**src/rtl/tlp_xcvr_pkg.sv**
```systemverilog
// Shared types and sizing for the CPU->FPGA chunk queue logic.
// C2F_CHUNKSIZE QWs per chunk, C2F_NUMCHUNKS chunks in the ring.
package tlp_xcvr_pkg;

  localparam int NC_NBITS   = 2;
  localparam int CQ_NBITS   = 9;
  localparam int RATE_NBITS = 16;

  localparam int C2F_NUMCHUNKS = 1 << NC_NBITS;
  localparam int C2F_CHUNKSIZE = 1 << CQ_NBITS;

  typedef logic [NC_NBITS-1:0]          C2FChunkIndex;
  typedef logic [CQ_NBITS-1:0]          C2FChunkOffset;
  typedef logic [NC_NBITS+CQ_NBITS-1:0] C2FQwAddr;

  typedef enum logic [1:0] {
    C2F_IDLE,
    C2F_READ,
    C2F_SUM,
    C2F_WAIT
  } C2FConsState;

  function automatic C2FQwAddr c2fQwAddr(input C2FChunkIndex chunk, input C2FChunkOffset offset);
    return {chunk, offset};
  endfunction

endpackage

```
**src/rtl/c2f_rate_limiter.sv**
```systemverilog
// Loadable down-counter pacing the consumer; go_o marks the last cycle of a throttle period.
// The load cycle itself counts as one elapsed cycle, so a period of N cycles follows a load of N.
module c2f_rate_limiter
  import tlp_xcvr_pkg::*;
(
  input  logic                  clk_i,
  input  logic                  reset_i,
  input  logic                  load_i,
  input  logic [RATE_NBITS-1:0] loadVal_i,
  output logic                  go_o
);

  logic [RATE_NBITS-1:0] count_q;
  logic [RATE_NBITS-1:0] count_d;
  logic [RATE_NBITS-1:0] current;

  always_comb begin
    current = load_i ? loadVal_i : count_q;
    count_d = count_q;
    if (current != '0) begin
      count_d = current - RATE_NBITS'(1);
    end
  end

  assign go_o = (current <= RATE_NBITS'(1));

  always_ff @(posedge clk_i) begin
    if (reset_i) begin
      count_q <= '0;
    end else begin
      count_q <= count_d;
    end
  end

endmodule

```
**src/rtl/c2f_consumer_ctrl.sv**
```systemverilog
// Drain end of the C2F chunk queue: reads committed chunks one QW at a time and posts rdPtr write-backs.
// Define C2F_CHECKSUM_EN to build the 64-bit running checksum; otherwise checksum_out is tied to 0.
module c2f_consumer_ctrl
  import tlp_xcvr_pkg::*;
(
  input  logic                         pcieClk_in,
  input  logic                         reset_in,
  input  logic                         ptrReset_in,
  input  logic                         wrPtrValid_in,
  input  logic [NC_NBITS-1:0]          wrPtr_in,
  input  logic [RATE_NBITS-1:0]        rate_in,
  output logic [NC_NBITS+CQ_NBITS-1:0] ramAddr_out,
  output logic                         ramRdEn_out,
  input  logic [63:0]                  ramData_in,
  output logic [NC_NBITS-1:0]          rdPtr_out,
  output logic                         empty_out,
  output logic [63:0]                  checksum_out,
  output logic                         mtrValid_out,
  output logic [31:0]                  mtrData_out,
  input  logic                         mtrReady_in
);

  localparam C2FChunkOffset LAST_QW = C2FChunkOffset'(C2F_CHUNKSIZE - 1);

  C2FConsState   state_q, state_d;
  C2FChunkIndex  wrPtr_q, wrPtr_d;
  C2FChunkIndex  rdPtr_q, rdPtr_d;
  C2FChunkOffset qwIndex_q, qwIndex_d;
  logic          mtrValid_q, mtrValid_d;
  C2FChunkIndex  mtrData_q, mtrData_d;

  logic                  clearAll;
  logic                  empty;
  logic                  chunkDone;
  logic                  canStart;
  logic                  throttleGo;
  logic [RATE_NBITS-1:0] throttleVal;

  assign clearAll    = reset_in | ptrReset_in;
  assign empty       = (rdPtr_q == wrPtr_q);
  assign throttleVal = (rate_in != '0) ? rate_in - RATE_NBITS'(1) : '0;

  c2f_rate_limiter u_throttle (
    .clk_i     (pcieClk_in),
    .reset_i   (clearAll),
    .load_i    (state_q == C2F_SUM),
    .loadVal_i (throttleVal),
    .go_o      (throttleGo)
  );

  always_comb begin
    wrPtr_d    = wrPtrValid_in ? wrPtr_in : wrPtr_q;
    rdPtr_d    = rdPtr_q;
    qwIndex_d  = qwIndex_q;
    mtrValid_d = mtrValid_q;
    mtrData_d  = mtrData_q;
    chunkDone  = 1'b0;
    if (state_q == C2F_SUM) begin
      if (qwIndex_q == LAST_QW) begin
        qwIndex_d = '0;
        rdPtr_d   = rdPtr_q + C2FChunkIndex'(1);
        chunkDone = 1'b1;
      end else begin
        qwIndex_d = qwIndex_q + C2FChunkOffset'(1);
      end
    end
    // A new advance overrides an acceptance in the same cycle so the newest pointer stays pending.
    if (mtrValid_q && mtrReady_in) begin
      mtrValid_d = 1'b0;
    end
    if (chunkDone) begin
      mtrValid_d = 1'b1;
      mtrData_d  = rdPtr_d;
    end
  end

  // Leaving SUM/WAIT goes straight to READ when more data is ready, giving max(R,2) spacing.
  always_comb begin
    state_d  = state_q;
    canStart = (rdPtr_d != wrPtr_d) && (rate_in != '0);
    unique case (state_q)
      C2F_IDLE: begin
        if (!empty && (rate_in != '0)) begin
          state_d = C2F_READ;
        end
      end
      C2F_READ: state_d = C2F_SUM;
      C2F_SUM: begin
        if (throttleGo) begin
          state_d = canStart ? C2F_READ : C2F_IDLE;
        end else begin
          state_d = C2F_WAIT;
        end
      end
      C2F_WAIT: begin
        if (throttleGo) begin
          state_d = canStart ? C2F_READ : C2F_IDLE;
        end
      end
      default: state_d = C2F_IDLE;
    endcase
  end

  always_ff @(posedge pcieClk_in) begin
    if (clearAll) begin
      state_q    <= C2F_IDLE;
      wrPtr_q    <= '0;
      rdPtr_q    <= '0;
      qwIndex_q  <= '0;
      mtrValid_q <= 1'b0;
      mtrData_q  <= '0;
    end else begin
      state_q    <= state_d;
      wrPtr_q    <= wrPtr_d;
      rdPtr_q    <= rdPtr_d;
      qwIndex_q  <= qwIndex_d;
      mtrValid_q <= mtrValid_d;
      mtrData_q  <= mtrData_d;
    end
  end

`ifdef C2F_CHECKSUM_EN
  logic [63:0] checksum_q, checksum_d;

  always_comb begin
    checksum_d = checksum_q;
    if (state_q == C2F_SUM) begin
      checksum_d = checksum_q + ramData_in;
    end
  end

  always_ff @(posedge pcieClk_in) begin
    if (clearAll) begin
      checksum_q <= '0;
    end else begin
      checksum_q <= checksum_d;
    end
  end

  assign checksum_out = checksum_q;
`else
  logic unusedRamData;
  assign unusedRamData = ^ramData_in;
  assign checksum_out  = '0;
`endif

  assign ramRdEn_out  = (state_q == C2F_READ);
  assign ramAddr_out  = c2fQwAddr(rdPtr_q, qwIndex_q);
  assign rdPtr_out    = rdPtr_q;
  assign empty_out    = empty;
  assign mtrValid_out = mtrValid_q;
  assign mtrData_out  = {{(32-NC_NBITS){1'b0}}, mtrData_q};

endmodule
```
**config.mk**
```make
export PLATFORM = sky130hd
export DESIGN_NAME = c2f_consumer_ctrl
export DESIGN_NICKNAME = d
export VERILOG_FILES = /design/src/rtl/tlp_xcvr_pkg.sv /design/src/rtl/c2f_rate_limiter.sv /design/src/rtl/c2f_consumer_ctrl.sv
export SDC_FILE = /design/constraint.sdc
export NUM_CORES = 1
export LEC_CHECK = 0
export ABC_CLOCK_PERIOD_IN_PS = 10750
export BUFFER_PORTS_ARGS = -buffer_cell sky130_fd_sc_hd__buf_2
export CAP_MARGIN = 20
export CORE_ASPECT_RATIO = 2
export CORE_MARGIN = 2
export CORE_UTILIZATION = 39
export CTS_CLUSTER_DIAMETER = 100
export DETAILED_ROUTE_END_ITERATION = 7
export HOLD_SLACK_MARGIN = 0.15
export PLACE_DENSITY = 0.73
export SYNTH_ARGS = -nofsm -noshare
export SYNTH_HDL_FRONTEND = slang
export SYNTH_HIERARCHICAL = 1
export SYNTH_SLANG_ARGS = --single-unit
```
**constraint.sdc**
```tcl
create_clock -name pcieClk_in -period 10.75 [get_ports pcieClk_in]
set_clock_uncertainty 0.05 [all_clocks]
set_input_delay 0.5375 -clock pcieClk_in [delete_from_list [all_inputs] [get_ports pcieClk_in]]
set_output_delay 0.5375 -clock pcieClk_in [all_outputs]
set_load 0.02 [all_outputs]
```
Word level (Yosys, flattened, before mapping)
Index checks and enable logic that the tools add are counted.
{"block": "totals", "inputBits": 87, "reg_bits": 34, "output_inout_bits": 112, "wordCells": 45}
{"block": "op_classes", "n_eq_ne": 8, "mux": 15, "reduce_logical": 9, "add_sub_neg": 4, "order_cmp": 1, "bitwise": 1}
{"operator": "two-way mux 16 bit", "count": 2}
{"operator": "nonzero test 16 bit", "count": 2}
{"operator": "subtractor 16 x 1 -> 16 bit, second input constant", "count": 2}
{"operator": "<= comparator 16 x 1 -> 1 bit, second input constant", "count": 1}
{"operator": "two-way mux 2 bit", "count": 6}
{"operator": "adder 9 x 1 -> 9 bit, second input constant", "count": 1}
{"operator": "equality test 9 bit, second input constant", "count": 1}
{"operator": "two-way mux 9 bit", "count": 1}
{"operator": "case mux 2 bit (4 select lines)", "count": 1}
{"operator": "two-way mux 1 bit", "count": 5}
{"operator": "equality test 2 bit, second input constant", "count": 2}
{"operator": "inequality test 2 bit, second input constant", "count": 2}
{"operator": "logical AND 1 bit", "count": 3}
{"operator": "adder 2 x 1 -> 2 bit, second input constant", "count": 1}
{"operator": "equality test 2 x 1 -> 1 bit, second input constant", "count": 1}
{"operator": "equality test 2 bit", "count": 1}
{"operator": "zero test 2 bit", "count": 1}
{"operator": "inequality test 2 bit", "count": 1}
{"operator": "AND reduction 2 bit", "count": 1}
{"operator": "nonzero test 2 bit", "count": 1}
{"operator": "zero test 1 bit", "count": 1}
{"operator": "bitwise OR 1 bit", "count": 1}

Logic depth before layout (Yosys ltp)
{"block": "logic_depth", "ltp_word": 8, "mapped_depth": 16, "ltp_nobuf": 12}

By module
The synthesis kept the hierarchy.
{"mod": "c2f_consumer_ctrl", "instances": 1, "seq_area_each_um2": 360.3, "area_per_inst_um2": 1984.4, "cells_per_inst": 253}
{"mod": "c2f_rate_limiter", "instances": 1, "seq_area_each_um2": 320.3, "area_per_inst_um2": 1445.1, "cells_per_inst": 184}

Worst setup path before layout
No wires, ideal clock.
{"block": "synth_path", "kind": "register -> register", "startpoint": "reg state_q[1]", "endpoint": "reg u_throttle.count_q[14]", "arrival_time_ns": 3.393, "t_required_ns": 10.567, "path_slack_ns": 7.175, "setup_time_ns": 0.133, "period_less_slack_ns": 3.575, "path_buffers": 7, "stages_incl_launch_ff": 16, "path_cell_list": "dfxtp_1 -> buf_6 -> and2b_1 -> buf_6 -> buf_2 -> buf_4 -> buf_2 -> buf_2 -> clkbuf_1 -> mux2i_1 -> ha_1 -> or4b_1 -> o41a_1 -> nor4_1 -> a2bb2oi_1 -> a31oi_1"}
{"block": "synth_via", "elab_chain_len": 3, "word_cells_on_any_way": 4, "cone_classes": "add/sub: 1; eq/ne: 1; mux: 1; reduce/logical: 1"}
{"item": "from (decl)", "line": "c2f_consumer_ctrl.sv:25", "source": "C2FConsState state_q, state_d;"}
{"item": "from (signal assigned)", "line": "c2f_consumer_ctrl.sv:113", "source": "state_q <= state_d;"}
{"item": "equality test 2 bit (*)", "line": "c2f_consumer_ctrl.sv:46", "source": ".load_i (state_q == C2F_SUM),"}
{"item": "two-way mux 16 bit (*)", "line": "c2f_rate_limiter.sv:18", "source": "current = load_i ? loadVal_i : count_q;"}
{"item": "subtractor 16 x 1 -> 16 bit or nonzero test 16 bit (tied branches)", "line": "c2f_rate_limiter.sv:21, c2f_rate_limiter.sv:20"}
{"item": "to (signal assigned)", "line": "c2f_rate_limiter.sv:31", "source": "count_q <= count_d;"}
{"item": "to (decl)", "line": "c2f_rate_limiter.sv:13", "source": "logic [RATE_NBITS-1:0] count_q;"}
Mark *: on every way between the ends. The rest lies on a longest branch, timed or not.
A chain may end at the register's enable or synchronous reset.

Worst setup path after layout
{"block": "layout_path", "startpoint": "in rate_in[2]", "endpoint": "reg u_throttle.count_q[13]"}
{"block": "layout_via", "elab_chain_len": 4, "word_cells_on_any_way": 6, "cone_classes": "add/sub: 2; mux: 2; reduce/logical: 2"}
{"item": "from (decl)", "line": "c2f_consumer_ctrl.sv:11", "source": "input logic [RATE_NBITS-1:0] rate_in,"}
{"item": "subtractor 16 x 1 -> 16 bit or nonzero test 16 bit (tied branches)", "line": "c2f_consumer_ctrl.sv:41", "source": "assign throttleVal = (rate_in != '0) ? rate_in - RATE_NBITS'(1) : '0;"}
{"item": "two-way mux 16 bit (*)", "line": "c2f_consumer_ctrl.sv:41"}
{"item": "net throttleVal[10]", "line": "c2f_consumer_ctrl.sv:37", "source": "logic [RATE_NBITS-1:0] throttleVal;"}
{"item": "two-way mux 16 bit (*)", "line": "c2f_rate_limiter.sv:18"}
{"item": "subtractor 16 x 1 -> 16 bit or nonzero test 16 bit (tied branches)", "line": "c2f_rate_limiter.sv:21, c2f_rate_limiter.sv:20"}
Mark *: on every way through the listed nets, which the timed path passes. The rest lies on a longest branch.

==> metrics.txt <==
DRT antenna net count 0; post-synthesis mux area share 4.12%; Max stage delay on crit path 840 ps; Post-Synth Adder-Cell Area ~2.6%; CTS root buf clkbuf_16; CTS clk-pin slew, worst paths 60 ps; register bit total from synthesis 34; DRT Pass-1 Iters 5; CTS tree done; Die Span X 70.3 µm; top-area cell type share of the netlist area 21.5%; Power Density 248 nW/µm²; row count 48; Sw Share 49.1%; CP delay by family, top simple AND/OR/NAND/NOR gates; synth top area cells buf_4, dfxtp_1, xor2_1, nor2_1, mux2i_1; Setup Fix Bufs, Post-CTS 0; Total GRT Usage 16.1%; dpl cell area around 3300 µm²; Post-Syn Area per Cell 7.85 µm²; Seq/Total Area, Yosys 19.8%; WHS 427 ps; CTS Buf Count 5; 1st-iter DRT viols 236; minimum clock period after layout between 4000 and 5000 ps; fraction of layout cells with a size suffix above 1 13.3%; I/O Pins approximately 200; Arrival @ worst endpoint 4720 ps; Final Hold Vio Count 0; WP data required 10870 ps; Clock Latency Late Sink 280 ps; register share of total power 21.4%; largest net degree at the start of global routing 38; die height 137 µm; I/O Buffers 40; initial antenna violation count 0; slew margin rel. 37.6%; Comb pwr share 61.3%; asr flop ratio synth 0%; final setup fails 0; finished layout cell area 3440 µm²; Ys Warns 6; Multi-input gate area 2250 µm²; worst min-delay path class reg2reg; die area between 9000 and 10000 µm²; FF+latch area 681 µm²; final net count 559; post_cts resized 0; total number of vias 2957; Worst Tran Pin Value around 930 ps; H-Tree Depth 2; Setup TNS 0 ps; leak pwr 1.48 nW; Post-synth EDFFs 0; Unique masters post-synth 72; Cell Area, Synth 3430 µm²; post-synth top area cell buf_4; Hold Buf Count CTS 0; clock power share between 15 and 20%; sw power 418 µW; critical path type in2reg; Sink Count 34; Synth Area in Compound Gates 15.0%; Via density approximately 5.2; Congestion Overflow GR 0; period utilization a little over two fifths; fill count 896; worst-case clock buffer depth 2; largest family of logic cells by synthesized area simple AND/OR/NAND/NOR gates; post-DP HPWL 6.22 mm; max frequency 218 MHz; fraction of synthesized cell area in xor and xnor cells 7.66%; number of global-route vias before repair 2700; area grow syn2layout 0.255%; CORE AREA 8590 µm²; Initial Util 39.9%; Synth Area in Simple Gates 25.8%; CP max-delay cell a222oi_1; RSZ-0062 raised after global routing false; Max VDD drop 109 µV; internal power 433 µW; final WL 7.96 mm; critical-path cell list buf_2 -> nor4_4 -> nand4b_1 -> nor3_4 -> nor2_1 -> or4b_1 -> a222oi_1 -> nand3_2 -> o211a_1 -> o31a_1; gpl congestion ~0.96; outcome finished, final reports clean; worst-path fanout max 17; CP bufs+invs 1; Setup crit end kind flip-flop; Antenna Diode Count 0; cells after synthesis 437; type of origin of the critical path input port; Max-cap violations 0; top_reg_cell synth dfxtp_1; final slew viol count 0; drt drc 0; global-route wire length before repair about 12 mm; wire per inst about 14 µm
## cell type report
| class | count | area share, % |
|---|---|---|
| flip-flops and latches | 34 | 19.8 |
| inverters | 8 | 0.873 |
| clock buffers | 7 | 4.15 |
| repair buffers | 41 | 6.04 |
| clock inverters | 1 | 0.146 |
| well taps | 100 | 3.64 |
| multi-input cells | 375 | 65.4 |
## synth_stat cells, types with 3 or more instances
cell type / instances
nand3b_1: 4
or4b_1: 4
nor4_1: 6
a31oi_1: 9
buf_6: 3
nor3_1: 10
xnor2_1: 8
nand4b_1: 3
nand2_1: 25
mux2i_1: 13
and3_1: 4
o22ai_1: 4
nor2_1: 48
a21oi_1: 16
a2bb2oi_1: 3
clkbuf_1: 5
or3_1: 9
nor3b_1: 4
buf_4: 98
buf_2: 6
inv_1: 7
o21ai_1: 3
a211oi_1: 4
nand4_1: 8
ha_1: 7
xor2_1: 22
dfxtp_1: 34
nand3_1: 7
o21ai_0: 7
or4_1: 3
## final timing paths
path | end | start | slack, ps | cells after the start
hold reg to reg | mtrValid_out$_SDFFE_PP0P_ | mtrValid_out$_SDFFE_PP0P_ | 430 | 2
setup / recovery | u_throttle/count_q[13]$_SDFFE_PP0P_ | rate_in[2] | 6160 | 10
hold / removal | mtrValid_out$_SDFFE_PP0P_ | mtrValid_out$_SDFFE_PP0P_ | 430 | 2
setup reg to reg | u_throttle/count_q[13]$_SDFFE_PP0P_ | state_q[1]$_SDFFE_PP0P_ | 7040 | 6
## metal layers
layer	global-route usage [%]	part of all wire, %	wire (µm)
met1	14.8	35	2750
met2	31.9	55	4360
met3	1.91	6.1	484
met4	10.7	4.7	371
met5	0	0	0
## worst min-delay path, cell delays in order, from the launching register on
cell and delay (ps):
dfxtp_1 310, nand2b_1 60, a21oi_1 60
## power groups by stage
stage / clock network, mW / registers (mW) / logic (mW)
final: 0.147 / 0.182 / 0.522
after global routing: 0.157 / 0.185 / 0.570
after CTS: 0.151 / 0.180 / 0.512
after detailed placement: 0 / 0.183 / 0.510
after global placement: 0 / 0.181 / 0.498
after floorplan: 0 / 0.174 / 0.438
## metrics by stage
step                      instances  worst slack [ps]  utilization [%]  total power, mW
final                           566              6160             40.0            0.852
after detailed placement        558              5850             38.3            0.693
after global routing            566              5970             40.0            0.912
after floorplan                 530              7170                -            0.612
after global placement          558              5890             38.3            0.679
after CTS                       566              6170             40.0            0.844
## layout by cell type (no fill, tap or decap), types with 9 or more instances in the layout
cell type	Yosys	final
conb_1	1	94
nor2_1	48	48
buf_2	6	40
dfxtp_1	34	34
nand2_1	25	25
xor2_1	22	22
a21oi_1	16	16
mux2i_1	13	13
nor3_1	10	10
or3_1	9	9
a31oi_1	9	9
## flip-flops by register name (all words and copies together) (netlist names)
register and count:
u_throttle/count_q 16, qwIndex_q 9, mtrData_q 2, rdPtr_out 2, state_q 2, wrPtr_q 2, mtrValid_out 1
## logic make-up after synthesis
family                     after synthesis
buffers and inverters                  121
DFF                                     34
adders and majority gates                7
xor gates and xnor gates                30
and+or+nand+nor                        157
muxes                                   14
other                                    1
AOI/OAI and AO/OA                       73
No activity file was read; power rests on OpenSTA's default activity.
